**config.mk**
```make
export PLATFORM = sky130hd
export DESIGN_NAME = lif_neuron_array
export DESIGN_NICKNAME = d
export VERILOG_FILES = /design/src/rtl/lif_neuron_array.sv
export SDC_FILE = /design/constraint.sdc
export NUM_CORES = 1
export LEC_CHECK = 0
export BUFFER_PORTS_ARGS = -buffer_cell sky130_fd_sc_hd__buf_2
export CAP_MARGIN = 15
export CORE_MARGIN = 2
export CORE_UTILIZATION = 55
export CTS_CLUSTER_SIZE = 20
export DETAILED_ROUTE_END_ITERATION = 10
export PLACE_DENSITY_LB_ADDON = 0.08
export SKIP_CTS_REPAIR_TIMING = 1
export SYNTH_ARGS = -nofsm -noshare
export SYNTH_HDL_FRONTEND = slang
export SYNTH_SLANG_ARGS = --single-unit
export TNS_END_PERCENT = 1
```
**constraint.sdc**
```tcl
create_clock -name clk -period 3.7 [get_ports clk]
set_clock_uncertainty 0.1 [all_clocks]
set_input_delay 0.555 -clock clk [delete_from_list [all_inputs] [get_ports clk]]
set_output_delay 0.555 -clock clk [all_outputs]
set_load 0.005 [all_outputs]
```
**src/rtl/lif_neuron_array.sv**
```systemverilog
// Array of N_NEURONS leaky integrate-and-fire neurons updated in parallel on each timestep strobe.
// Optional per-neuron saturating spike counters are built when LIF_SPIKE_COUNT_EN is defined.
module lif_neuron_array #(
  parameter int N_NEURONS = 4,
  parameter int V_W       = 6,
  parameter int W_W       = 3,
  parameter int LEAK      = 1,
  parameter int REFR_CYC  = 2,
  parameter int REC_W     = 2,
  parameter int THRES_RST = 32,
  parameter int SEL_W     = 2
) (
  input  logic                     clk,
  input  logic                     rst_n,
  input  logic                     i_svalid,
  input  logic [N_NEURONS*W_W-1:0] i_wspike,
  input  logic                     i_recc,
  input  logic [V_W-1:0]           i_Thres,
  input  logic                     i_Thres_valid,
  input  logic [SEL_W-1:0]         i_Thres_sel,
  input  logic                     i_Thres_bcast,
`ifdef LIF_SPIKE_COUNT_EN
  input  logic                     i_cnt_clr,
  output logic [N_NEURONS*8-1:0]   o_spike_cnt,
`endif
  output logic [N_NEURONS*V_W-1:0] o_V,
  output logic [N_NEURONS-1:0]     o_spike
);

  localparam int S_W = V_W + 2;
  localparam int R_W = (REFR_CYC < 2) ? 1 : $clog2(REFR_CYC + 1);

  logic [V_W-1:0]       r_v    [N_NEURONS];
  logic [V_W-1:0]       r_thr  [N_NEURONS];
  logic [R_W-1:0]       r_refr [N_NEURONS];
  logic [N_NEURONS-1:0] r_spike;
  logic [N_NEURONS-1:0] r_prev;

  logic [S_W-1:0]       w_sum  [N_NEURONS];
  logic [V_W-1:0]       w_sat  [N_NEURONS];
  logic [N_NEURONS-1:0] w_fire;

  // Sum is formed modulo 2^S_W; the top bit acts as the sign since the true range fits.
  always_comb begin
    w_fire = '0;
    for (int k = 0; k < N_NEURONS; k++) begin
      w_sum[k] = S_W'(r_v[k]) + S_W'(i_wspike[k*W_W +: W_W])
               + ((i_recc && r_prev[(k + N_NEURONS - 1) % N_NEURONS]) ? S_W'(REC_W) : '0)
               - S_W'(LEAK);
      if (w_sum[k][S_W-1])
        w_sat[k] = '0;
      else if (|w_sum[k][S_W-2:V_W])
        w_sat[k] = '1;
      else
        w_sat[k] = w_sum[k][V_W-1:0];
      w_fire[k] = (r_refr[k] == '0) && (r_thr[k] != '0) && (w_sat[k] >= r_thr[k]);
    end
  end

  always_ff @(posedge clk or negedge rst_n) begin
    if (!rst_n) begin
      r_spike <= '0;
      r_prev  <= '0;
      for (int k = 0; k < N_NEURONS; k++) begin
        r_v[k]    <= '0;
        r_refr[k] <= '0;
        r_thr[k]  <= V_W'(THRES_RST);
      end
    end else begin
      if (i_svalid) begin
        r_spike <= w_fire;
        r_prev  <= w_fire;
        for (int k = 0; k < N_NEURONS; k++) begin
          if (r_refr[k] != '0) begin
            r_v[k]    <= '0;
            r_refr[k] <= r_refr[k] - R_W'(1);
          end else if (w_fire[k]) begin
            r_v[k]    <= '0;
            r_refr[k] <= R_W'(REFR_CYC);
          end else begin
            r_v[k]    <= w_sat[k];
          end
        end
      end else begin
        r_spike <= '0;
      end
      // Compare above uses the pre-write threshold, so a same-cycle write lands next timestep.
      if (i_Thres_valid) begin
        for (int k = 0; k < N_NEURONS; k++) begin
          if (i_Thres_bcast || (i_Thres_sel == SEL_W'(k)))
            r_thr[k] <= i_Thres;
        end
      end
    end
  end

  assign o_spike = r_spike;

  genvar g;
  generate
    for (g = 0; g < N_NEURONS; g++) begin : g_vout
      assign o_V[g*V_W +: V_W] = r_v[g];
    end
  endgenerate

`ifdef LIF_SPIKE_COUNT_EN
  logic [7:0] r_cnt [N_NEURONS];

  always_ff @(posedge clk or negedge rst_n) begin
    if (!rst_n) begin
      for (int k = 0; k < N_NEURONS; k++) r_cnt[k] <= '0;
    end else if (i_cnt_clr) begin
      for (int k = 0; k < N_NEURONS; k++) r_cnt[k] <= '0;
    end else if (i_svalid) begin
      for (int k = 0; k < N_NEURONS; k++) begin
        if (w_fire[k] && (r_cnt[k] != 8'hFF))
          r_cnt[k] <= r_cnt[k] + 8'd1;
      end
    end
  end

  generate
    for (g = 0; g < N_NEURONS; g++) begin : g_cout
      assign o_spike_cnt[g*8 +: 8] = r_cnt[g];
    end
  endgenerate
`endif

endmodule

```
---- Word level (Yosys, flattened, before mapping) ----
Cells that the tools add are included.
Widths: inputs -> output; s select.
word-level totals
  output and inout port bits .............. 28
  register bits ........................... 64
cells by class
  equality and inequality tests ........... 3
  mux-type cells .......................... 29
  add/sub/neg operators ................... 16
  reductions and logical operators ........ 41
  $lt $le $gt $ge ......................... 4
operator list
  operator             number
  $mux 6               16
  $add 7x2->8          4
  $sub 8x1->8 const B  4
  $add 6x3->7          4
  $ge 6x6->1           4
  $mux 2               12
  $reduce_bool 6->1    4
  $reduce_and 2->1     8
  $reduce_bool 2->1    8
  $logic_and 1x1->1    12
  $logic_not 2->1      5
  $sub 2x1->2 const B  4
  $eq 2x2->1 const B   2
  $logic_or 1x1->1     4
  $mux 4               1
  $eq 2x1->1 const B   1

---- Depth between registers and ports, before layout ----
  depth after elaboration ................. 10
  gate-level depth with buffers ........... 16

---- Worst setup path before layout ----
OpenSTA, ideal clock, no wires.
  path type ............................... input port to flip-flop
  start ................................... input i_wspike[10]
  end ..................................... register r_refr[0] (netlist bit)
  stages on the path ...................... 14
  buffers on the path ..................... 0
  path slack .............................. -108 ps
  data arrival time ....................... 3583 ps
  cells stage by stage .................... inv_1 > ha_1 > fa_1 > nand2b_1 > a2111oi_0 > a311oi_2 > a21oi_1 > a21oi_1 > ha_1 > a21o_1 > a31oi_1 > o211a_1 > nor3_1 > mux2_2
on the way
  word-level cells in the longest chain between the ends .. 9
RTL lines
  what                             line  source
  start: declaration               16    input logic [N_NEURONS*W_W-1:0] i_wspike,
  $add 6x3->7 (*)                  47    w_sum[k] = S_W'(r_v[k]) + S_W'(i_wspike[k*W_W +: W_W])
  $add 7x2->8 (*)                  48    + ((i_recc && r_prev[(k + N_NEURONS - 1) % N_NEURONS]) ? S_W'(REC_W) : '0)
  $sub 8x1->8 (*)                  49    - S_W'(LEAK);
  $mux 6                           52    else if (|w_sum[k][S_W-2:V_W])
  $mux 6 (*)                       50    if (w_sum[k][S_W-1])
  $ge 6x6->1 (*)                   56    w_fire[k] = (r_refr[k] == '0) && (r_thr[k] != '0) && (w_sat[k] >= r_thr[k]);
  $logic_and 1x1->1 (*)            56
  $reduce_bool 2->1 (no line) (*)  --
  $reduce_and 2->1 (no line) (*)   --
  end signal: indexed assignment   76    r_refr[k] <= r_refr[k] - R_W'(1);
  end signal: indexed assignment   79    r_refr[k] <= R_W'(REFR_CYC);
  end: declaration                 35    logic [R_W-1:0] r_refr [N_NEURONS];
Every way passes the cells marked *; elsewhere a longest branch is shown, timed or not.
A chain may end at the register's enable or synchronous reset.

---- Worst setup path in the final report ----
  start ................................... register r_v, in the netlist o_V[7]
  end ..................................... register r_refr[4] (netlist bit)
on the way
  word-level cells in the longest chain between the ends .. 9
RTL lines
  what                              line  source
  start: declaration                33    logic [V_W-1:0] r_v [N_NEURONS];
  start signal: indexed assignment  81    r_v[k] <= w_sat[k];
  $add 6x3->7 (*)                   47
  $add 7x2->8 (*)                   48
  $sub 8x1->8 (*)                   49
  $mux 6                            52
  $mux 6 (*)                        50
  $ge 6x6->1 (*)                    56
  $logic_and 1x1->1 (*)             56
  $reduce_bool 2->1 (no line) (*)   --
  $reduce_and 2->1 (no line) (*)    --
Marked as above.

==> out/qor.yml <==
outcome:
  outcome: "finished clean"
clock_tree:
  cts.sinks: 64
  clock_latency_ps: 340
  cts-buffers-inserted: 9
  cts_max_path_buffers: 2
  cts_tree: "done"
  cts_max_level: 3
  cts_root_buf: "clkbuf_8"
  clk_pin_slew_worst_paths_ps: 70
worst_hold_path:
  hp-class: "in2async"
setup_path:
  crit_arrival_ps: 3730
  cp_max_fo: 5
  r2r_slack_ps: 100
  r2r_cells: 15
  required_ps: 3820
  critPathKind: "reg2reg"
  start_kind: "register"
  worstSetupEndpointType: "register"
  timing.rr.start: "o_V[7]$_DFFE_PN0P_"
  rr_endpoint: "r_refr[4]$_DFFE_PN0P_"
detailed_routing:
  num_vias: 4818
  top_layer: "met4"
  wl_met2_um: 6440
  firstDrtPassIters: 5
  wire_per_inst_um: 14.9
  ant_nets: 0
  routed_wl_um: 12800
  via_per_inst: 5.62
  drtIter0Drc: 145
  wl_met1_um: 5790
  wl_met3_um: 448
  drcViolationCount: 0
grt:
  gr-total-overflow: 0
  antenna_found_initial: 0
  grt_pass1_vias: 4613
  track_usage: 0.250
  grt_pass1_wl_um: 20700
  grt_max_degree: 37
floorplan:
  rows: 35
  die_w_um: 102
  ioPinCount: 54
  dieArea_um2: 10400
  start_util: 0.569
  core_um2: 9280
  die-height_um: 102
synth:
  synth_fa_ha_area_frac: 0.176
  synth_fp_nets: 699
  synthTopCellsByArea: "dfrtp_1 28%, ha_1 16%, inv_1 7.0%, mux2_2 6.0%, a21oi_1 4.2%"
  synth.area.mux_share: 0.0729
  synth_common_cells: "99 x inv_1, 68 x ha_1, 60 x dfrtp_1"
  netlist_area_um2: 5290
  synth_simple_gate_area_frac: 0.146
  synth.most_common_cell: "inv_1"
  synth-edff-count: 0
  synthCells: 601
  synth_async_sr_flop_share: 1.00
  yosys.area.top_type: "dfrtp_1"
  ys_ff_latch: 64
  synth_top_family_by_area: "compound AO/OA/AOI/OAI gates"
  seq_area_frac_synth: 0.304
  yosys.area_share.xor_xnor: 0.00994
  yosysTopAreaCellShare: 0.284
  synth_compound_area_frac: 0.203
  synth_ff_type: "dfrtp_1"
  yosys_warnings: 0
  ys_types: 49
  syn_avg_cell_area_um2: 8.79
pwr:
  power.density_nw_per_um2: 1030
  cellLeakagePower_nw: 3.46
  vdd_drop_max_mv: 0.541
sta:
  slew_viol_final: 0
  hold_viol_final: 0
  period_share: 0.974
  fin_crit_ps: 3600
  setup_violations: 0
  slew_headroom: 0.420
  fmax_mhz: 277
  tightest_slew_ps: 870
  worst_slack_ps: 95.1
final_layout:
  utilization: 0.729
  layout-drive-gt1-share: 0.322
  fin_cells: 858
  syn2layout_area_growth_pct: 28.0
  nets: 822
  antennaDiodeCount: 0
place:
  dpl_worst_slack_ps: -446
  numPortBuffers: 53
  gp_congestion: 0.863
  placed_cells: 836
  place_hpwl_um: 9500
run:
  maxCapViolCount: 0
[power breakdown]
part | internal (mW) | switching [mW]
combinational | 2.64 | 2.65
clock | 0.347 | 0.274
sequential | 0.915 | 0.153
total | 3.90 | 3.07
[worst max-delay path, cell delays in order (launching register included)]
cell	delay (ps)
dfrtp_1	350
inv_1	50
ha_1	310
fa_2	400
nand2b_4	170
a21o_1	200
a311oi_4	340
buf_4	190
nor2_1	50
a21oi_1	130
ha_1	170
a21o_1	120
a31oi_2	50
o211a_1	270
nor3_2	230
mux2_2	370
[cell type report]
class,instances,area [µm²]
inverter,101,379
clock buffer,13,159
sequential,64,1610
timing repair buffer,131,851
fill,767,2520
clock inverter,3,40.0
tap,129,161
multi-input combinational,417,3570
[stage by stage]
step | area [µm²] | hold WS, ps | setup TNS (ps) | total power [mW]
4_1_cts | 6370 | 243 | -2370 | 6.17
5_1_grt | 6770 | 292 | -301 | 7.61
6_report | 6770 | 219 | 0 | 6.97
2_1_floorplan | 5290 | 159 | -140 | 3.90
3_5_place_dp | 6170 | 400 | -11730 | 5.51
3_3_place_gp | 6170 | 381 | -9180 | 5.34
[cells by family after synthesis]
family                   Yosys count
buffers and inverters            120
multiplexers                      35
AO/OA/AOI/OAI                    162
flip-flops                        64
AND/OR/NAND/NOR                  142
XOR/XNOR                           6
adder cells (fa/ha/maj)           72
[flip-flops by register name, summed over array words and instances, names as in the netlist]
signal and cells:
o_V 24, o_spike 4, r_prev 4, r_refr 8, r_thr 24
[metal layers]
metal	GRT usage	up-vias
met1	0.334	2337
met5	0	-
li1	-	2378
met4	0.0718	0
met3	0.0356	15
met2	0.427	88
[worst max-delay path by stage]
stage | startpoint | to
floorplan | i_wspike[4] | r_refr[4]$_DFFE_PN0P_
global placement | i_wspike[7] | r_refr[2]$_DFFE_PN0P_
detailed placement | i_wspike[7] | r_refr[2]$_DFFE_PN0P_
CTS | o_V[1]$_DFFE_PN0P_ | o_V[2]$_DFFE_PN0P_
global route | o_V[1]$_DFFE_PN0P_ | r_refr[6]$_DFFE_PN0P_
finish | o_V[7]$_DFFE_PN0P_ | r_refr[4]$_DFFE_PN0P_
[cell usage in the layout, fill, tap and decap left out, types with 10 or more instances in the layout]
cell type	instances
ha_1	65
a21oi_1	34
buf_4	78
clkbuf_8	11
o31ai_2	10
buf_2	53
nand2_1	32
a21o_1	23
dfrtp_1	59
mux2_2	28
nor2_1	29
nor3_1	12
nand2b_1	11
inv_1	98
o21ai_0	14
Note: power is estimated with default switching activity, not from simulation.
